## config.mk

```make
export PLATFORM = sky130hd
export DESIGN_NAME = uart_tx_arbiter
export DESIGN_NICKNAME = d
export VERILOG_FILES = /design/src/rtl/uart_arb_pkg.sv /design/src/rtl/rr_picker.sv /design/src/rtl/uart_tx_arbiter.sv
export SDC_FILE = /design/constraint.sdc
export NUM_CORES = 1
export LEC_CHECK = 0
export CAP_MARGIN = 0
export CORE_UTILIZATION = 40
export CTS_BUF_LIST = sky130_fd_sc_hd__clkbuf_4 sky130_fd_sc_hd__clkbuf_8 sky130_fd_sc_hd__clkbuf_16
export CTS_CLUSTER_DIAMETER = 120
export CTS_CLUSTER_SIZE = 20
export DETAILED_ROUTE_END_ITERATION = 10
export GPL_ROUTABILITY_DRIVEN = 0
export MAX_ROUTING_LAYER = met4
export PLACE_DENSITY = 0.76
export SYNTH_ARGS = -nofsm -noshare
export SYNTH_HDL_FRONTEND = slang
export SYNTH_SLANG_ARGS = --single-unit
```

## constraint.sdc

```tcl
create_clock -name clk -period 1.75 [get_ports clk]
set_clock_uncertainty 0.15 [all_clocks]
set_input_delay 0.525 -clock clk [delete_from_list [all_inputs] [get_ports clk]]
set_output_delay 0.525 -clock clk [all_outputs]
set_load 0.02 [all_outputs]
```

## src/rtl/uart_arb_pkg.sv

```systemverilog
// Shared state encoding, default sizing and width helpers for the UART arbiters.
// Declarations only: no logic, no latency, no flow control.
package uart_arb_pkg;

  typedef enum logic [1:0] {
    S_IDLE = 2'b00,
    S_SEND = 2'b01,
    S_BUSY = 2'b11,
    S_GAP  = 2'b10
  } arb_state_e;

  localparam int DEF_NUM_REQ        = 4;
  localparam int DEF_DATA_WIDTH     = 8;
  localparam int DEF_TIMEOUT_CYCLES = 64;
  localparam int DEF_GAP_CYCLES     = 2;

  // Index/counter width that never collapses to zero bits.
  function automatic int grant_w(input int n);
    return (n > 1) ? $clog2(n) : 1;
  endfunction

  localparam int GRANT_W = grant_w(DEF_NUM_REQ);

endpackage

```

## src/rtl/rr_picker.sv

```systemverilog
// Round-robin picker: first set request strictly after rr_ptr_i, wrapping modulo NUM_REQ.
// Purely combinational; valid_o is low when no request is set.
module rr_picker
  import uart_arb_pkg::*;
#(
  parameter  int NUM_REQ = DEF_NUM_REQ,
  localparam int GW      = grant_w(NUM_REQ)
) (
  input  logic [NUM_REQ-1:0] req_i,
  input  logic [GW-1:0]      rr_ptr_i,
  output logic [GW-1:0]      winner_o,
  output logic               valid_o
);

  function automatic logic [GW-1:0] wrap_idx(input int v);
    return GW'(v % NUM_REQ);
  endfunction

  // Scan from the farthest offset down so the nearest set request wins.
  always_comb begin
    winner_o = '0;
    valid_o  = 1'b0;
    for (int k = NUM_REQ; k >= 1; k--) begin
      if (req_i[wrap_idx(int'(rr_ptr_i) + k)]) begin
        winner_o = wrap_idx(int'(rr_ptr_i) + k);
        valid_o  = 1'b1;
      end
    end
  end

endmodule

```

## src/rtl/uart_tx_arbiter.sv

```systemverilog
// Round-robin share of one UART transmitter: grant -> tx_send next cycle, ack on busy rise, done on busy fall.
// Losers simply keep req high and wait; a transmitter that never goes busy is abandoned after TIMEOUT_CYCLES.
module uart_tx_arbiter
  import uart_arb_pkg::*;
#(
  parameter  int NUM_REQ        = DEF_NUM_REQ,
  parameter  int DATA_WIDTH     = DEF_DATA_WIDTH,
  parameter  int TIMEOUT_CYCLES = DEF_TIMEOUT_CYCLES,
  parameter  int GAP_CYCLES     = DEF_GAP_CYCLES,
  localparam int GW             = grant_w(NUM_REQ)
) (
  input  logic                          clk,
  input  logic                          l_ready_reset,
  input  logic [NUM_REQ-1:0]            req,
  input  logic [NUM_REQ*DATA_WIDTH-1:0] req_data,
  output logic [NUM_REQ-1:0]            ack,
  output logic                          done,
  output logic [GW-1:0]                 grant_id,
  output logic                          active,
  output logic                          timeout_err,
  output logic [DATA_WIDTH-1:0]         tx_data,
  output logic                          tx_send,
  input  logic                          tx_busy
);

  localparam int TMO_W = grant_w(TIMEOUT_CYCLES);
  localparam int GAP_W = grant_w(GAP_CYCLES);

  arb_state_e              state_q;
  logic [GW-1:0]           grant_q;
  logic [GW-1:0]           rr_ptr_q;
  logic [DATA_WIDTH-1:0]   tx_data_q;
  logic                    tx_send_q;
  logic [NUM_REQ-1:0]      ack_q;
  logic                    done_q;
  logic                    active_q;
  logic                    err_q;
  logic [TMO_W-1:0]        tmo_cnt_q;
  logic [GAP_W-1:0]        gap_cnt_q;

  logic [TMO_W-1:0]        tmo_cnt_d;
  logic [GAP_W-1:0]        gap_cnt_d;
  logic [NUM_REQ-1:0]      ack_d;
  logic [GW-1:0]           pick_idx;
  logic                    pick_vld;
  logic [DATA_WIDTH-1:0]   pick_dat;

  rr_picker #(
    .NUM_REQ (NUM_REQ)
  ) u_pick (
    .req_i    (req),
    .rr_ptr_i (rr_ptr_q),
    .winner_o (pick_idx),
    .valid_o  (pick_vld)
  );

  assign pick_dat  = req_data[int'(pick_idx)*DATA_WIDTH +: DATA_WIDTH];
  assign tmo_cnt_d = tmo_cnt_q + 1'b1;
  assign gap_cnt_d = gap_cnt_q + 1'b1;
  assign ack_d     = NUM_REQ'(1) << grant_q;

  always_ff @(posedge clk or posedge l_ready_reset) begin
    if (l_ready_reset) begin
      state_q   <= S_IDLE;
      grant_q   <= '0;
      rr_ptr_q  <= GW'(NUM_REQ - 1);
      tx_data_q <= '0;
      tx_send_q <= 1'b0;
      ack_q     <= '0;
      done_q    <= 1'b0;
      active_q  <= 1'b0;
      err_q     <= 1'b0;
      tmo_cnt_q <= '0;
      gap_cnt_q <= '0;
    end else begin
      ack_q  <= '0;
      done_q <= 1'b0;
      case (state_q)
        S_IDLE: begin
          if (pick_vld) begin
            grant_q   <= pick_idx;
            tx_data_q <= pick_dat;
            tx_send_q <= 1'b1;
            active_q  <= 1'b1;
            tmo_cnt_q <= '0;
            state_q   <= S_SEND;
          end
        end
        S_SEND: begin
          if (tx_busy) begin
            tx_send_q <= 1'b0;
            ack_q     <= ack_d;
            state_q   <= S_BUSY;
          end else if (tmo_cnt_q == TMO_W'(TIMEOUT_CYCLES - 1)) begin
            // Abandon the byte: requester keeps req high and competes again later.
            tx_send_q <= 1'b0;
            err_q     <= 1'b1;
            rr_ptr_q  <= grant_q;
            gap_cnt_q <= '0;
            state_q   <= S_GAP;
          end else begin
            tmo_cnt_q <= tmo_cnt_d;
          end
        end
        S_BUSY: begin
          if (!tx_busy) begin
            done_q    <= 1'b1;
            rr_ptr_q  <= grant_q;
            gap_cnt_q <= '0;
            state_q   <= S_GAP;
          end
        end
        S_GAP: begin
          // Gives the transmitter time to re-enter its send-sampling state.
          if (gap_cnt_q == GAP_W'(GAP_CYCLES - 1)) begin
            active_q <= 1'b0;
            state_q  <= S_IDLE;
          end else begin
            gap_cnt_q <= gap_cnt_d;
          end
        end
        default: state_q <= S_IDLE;
      endcase
    end
  end

  assign ack         = ack_q;
  assign done        = done_q;
  assign grant_id    = grant_q;
  assign active      = active_q;
  assign timeout_err = err_q;
  assign tx_data     = tx_data_q;
  assign tx_send     = tx_send_q;

endmodule
```

==> impl_results.md <==
* Worst Path Arrival at 1920 ps
* Maxcap violations at 0
* Number of global-route vias before repair at 1,602
* FFs w/ async S/R, synth at 100.0%
* Total count of max-transition violations in the final report at 0
* Main synth FF type: sky130_fd_sc_hd__dfrtp_1
* Slack of the worst reg-to-reg path at -150 ps
* Peak per-stage delay on the critical path at 570 ps
* Endpoint class of the critical path: flip-flop
* Worst flop-to-flop path startpoint: rr_ptr_q[1]$_DFFE_PP1P_
* Setup WS post-layout at -152.7 ps
* Gate count of the mapped netlist at 150
* Final number of hold-violating endpoints at 0
* All-layer global routing usage at 24.99%
* Static leakage at 0.001258 uW
* Longest Clk Path Bufs at 2
* IO Pins at 57
* Violations in the final reports: setup timing
* Area growth, synth to finish at 67.69%
* WHS Path Cells at 1
* Power Internal at 2401 uW
* Height of the chip at 64.93 um
* Critical path cell sequence: nand2b_4, a21oi_2, o221ai_2, buf_4, buf_16, mux2i_1, o211ai_1
* Kind of critical path: flip-flop to flip-flop
* Die boundary width at 64.93 um
* Net count after synthesis at 190
* Number of synthesized flops with an enable pin at 0
* Largest net degree at the start of global routing at 30
* Critical Path Fanout Max at 8
* Floorplan Core Area at 3716 sq um
* Worst hold path startpoint: timeout_err$_DFFE_PP0P_
* First-pass iteration count of the detailed router at 4
* Root buffer selected by CTS: sky130_fd_sc_hd__clkbuf_8
* Cell type of the slowest stage on the worst timing path: sky130_fd_sc_hd__dfstp_2
* Commonest non-fill, non-tap cell in the layout: sky130_fd_sc_hd__clkdlybuf4s50_1
* Per-cell routed wire length at 17.45 um
* Share of the clock period used by the worst path after layout at 108.7%
* Post-layout net count at 278
* Fraction of layout instances using a drive strength above 1 at 30.96%
* Register share of total power at 28.9%
* Count of vias placed by the detailed router at 1,601
* Number of nets with antenna violations after detailed routing at 0
* Detailed Route Iter0 Violations at 88
* Half-perimeter wire length of the detailed placement result at 3116 um
* Unique masters post-synth at 43
* Worst Reg-to-Reg Cells at 7
* Mean Syn Cell Area at 10.56 sq um
* Cell area after synthesis at 1584 sq um
* Run status: finished with violations
* Overflow left after global routing at 0
* Total negative slack for setup checks at -1065 ps
* Switching share of total power at 39.18%
* Crit path launch type: flip-flop
* Die area at 4216 sq um
* First-pass GRT wire length at 7576 um
* Critical path's top delay family: flip-flops
* Number of sinks handled by clock tree synthesis at 29
* Initial antenna violation count at 0
* Most frequent cells in the layout: sky130_fd_sc_hd__clkdlybuf4s50_1 (33), sky130_fd_sc_hd__dfrtp_1 (27), sky130_fd_sc_hd__buf_4 (24)
* CTS Hold Bufs at 0
* Number of port buffers at 56
* Post-detailed-route DRC marker count at 0
* Placement row count at 22
* RSZ-0062 raised after global routing: true
* WL final at 5009 um
* Clock group share of total power at 15.5%
* Clock latency at the later pin of the worst-skew pair at 280 ps
* Register area share after synthesis at 45.97%
* Min cycle time layout at 1903 ps
* Final setup vio count at 8
* Number of cells in the finished layout apart from fillers at 287
* Peak ir drop on the vdd network at 839.1 uV
* Layout Utilization at 71.48%
* Routed via count divided by cell count at 5.578
* # H-tree levels at 2
* Capture instance of the worst register-to-register path: tx_data[0]$_DFFE_PP0P_
* Total CTS buffers at 5
* Antenna diode count at 0
* Path type of the worst min-delay path: flip-flop to flip-flop
* Power density relative to cell area at 1486 nW/um^2
* Sw Pwr at 1547 uW
* Synth Register Bits at 29
* Synth warn at 0
* TritonCTS clock tree: built
* Endpoint with the worst hold slack: timeout_err$_DFFE_PP0P_
* Clock Pin Slew Worst Setup and Hold Paths at 60 ps
* Total buffers and inverters traversed by the critical path at 2
* Initial Utilization at 42.63%
* Max Clock Freq at 525.6 MHz
* Data required, critical path at 1760 ps
* Combinational Power Share at 55.6%
* Slew at the pin closest to its max-slew limit at 333.9 ps
* Worst-case headroom to the max-slew limit at 77.74%
* DP Cell Count at 269
* Pre-CTS worst setup slack at -676.7 ps
## worst reg2reg max path, cell delays in order, from the launching register on
cell	delay [ps]
sky130_fd_sc_hd__dfstp_2	570
sky130_fd_sc_hd__nand2b_4	140
sky130_fd_sc_hd__a21oi_2	50
sky130_fd_sc_hd__o221ai_2	200
sky130_fd_sc_hd__buf_4	170
sky130_fd_sc_hd__buf_16	140
sky130_fd_sc_hd__mux2i_1	260
sky130_fd_sc_hd__o211ai_1	110
## power groups by stage
stage / clock [uW] / sequential (uW) / combinational, uW
after CTS: 623 / 1120 / 2050
after detailed placement: 0 / 1120 / 1890
final: 610 / 1140 / 2200
after global placement: 0 / 1100 / 1840
after global routing: 656 / 1170 / 2360
after floorplan: 0 / 1310 / 919
## worst max path at each step
| stage | slack (ps) | startpoint | depth (start not counted) | end |
|---|---|---|---|---|
| 2_1_floorplan | -50 | req[2] | 7 | tx_data[1]$_DFFE_PP0P_ |
| 3_3_place_gp | -630 | req[1] | 6 | tx_data[2]$_DFFE_PP0P_ |
| 6_report | -150 | rr_ptr_q[1]$_DFFE_PP1P_ | 7 | tx_data[0]$_DFFE_PP0P_ |
| 4_1_cts | -120 | rr_ptr_q[1]$_DFFE_PP1P_ | 7 | tx_data[0]$_DFFE_PP0P_ |
| 3_5_place_dp | -680 | req[1] | 6 | tx_data[5]$_DFFE_PP0P_ |
| 5_1_grt | -240 | rr_ptr_q[1]$_DFFE_PP1P_ | 7 | tx_data[0]$_DFFE_PP0P_ |
## metal layers
layer / vias up / share of wire [%] / track usage [%]
met5: - / 0 / -
met4: 0 / 2.6 / 9.167
met3: 13 / 7.9 / 8.099
met2: 70 / 49 / 41.80
met1: 792 / 41 / 27.66
li1: 726 / - / -
## registers in the layout, indices dropped and copies added (netlist names)
name	flops
ack	4
active	1
done	1
gap_cnt_q	1
grant_id	2
rr_ptr_q	2
state_q	2
timeout_err	1
tmo_cnt_q	6
tx_data	8
tx_send	1
## stage by stage
step	total power (uW)	area, sq um	hold slack [ps]
after floorplan	2228	1589	347.3
after global placement	2937	2331	303.4
after detailed placement	3007	2331	327.5
after CTS	3794	2567	337.5
after global routing	4186	2656	370.1
final	3948	2656	341.6
## Yosys cell counts, types with 3 or more instances
cell type                   n  area [sq um]
sky130_fd_sc_hd__a21oi_1    4         20.02
sky130_fd_sc_hd__a22o_1     5         43.79
sky130_fd_sc_hd__and3_1     3         18.77
sky130_fd_sc_hd__buf_6      3         33.78
sky130_fd_sc_hd__dfrtp_1   27         675.7
sky130_fd_sc_hd__inv_1      4         15.01
sky130_fd_sc_hd__mux2i_1   17         170.2
sky130_fd_sc_hd__nand2_1   18         67.56
sky130_fd_sc_hd__nand2b_1   3         18.77
sky130_fd_sc_hd__nor2_1    12         45.04
sky130_fd_sc_hd__nor3b_1    3         22.52
sky130_fd_sc_hd__o21ai_0    5         25.02
sky130_fd_sc_hd__o21ai_1    3         15.01
sky130_fd_sc_hd__o221ai_1   7         61.31
## area by class of cell
| type | instances | area, sq um |
|---|---|---|
| clock buffer | 7 | 96.34 |
| clock inverter | 1 | 5.005 |
| fill | 274 | 1060 |
| inverter | 6 | 22.52 |
| multi-input combinational | 110 | 920.9 |
| sequential | 29 | 728.2 |
| tap | 48 | 60.06 |
| timing repair buffer | 86 | 823.3 |
## what timing repair did
action	CTS	global route
gates resized for setup	45	19
pin swaps	13	11
buffers inserted	5	2
cloned	3	0
endpoints found under the setup margin	39	13
## logic make-up (layout without fill, tap and decap cells)
family,after synthesis,after routing,share of synthesized area (%)
simple gates,50,51,16.51
flops,29,29,45.97
xor+xnor,2,2,1.106
fa+ha+maj,1,1,0.7898
buf+inv,12,100,5.292
compound gates,36,36,17.46
mux,20,20,12.87
(Power assumes the default switching activity.)
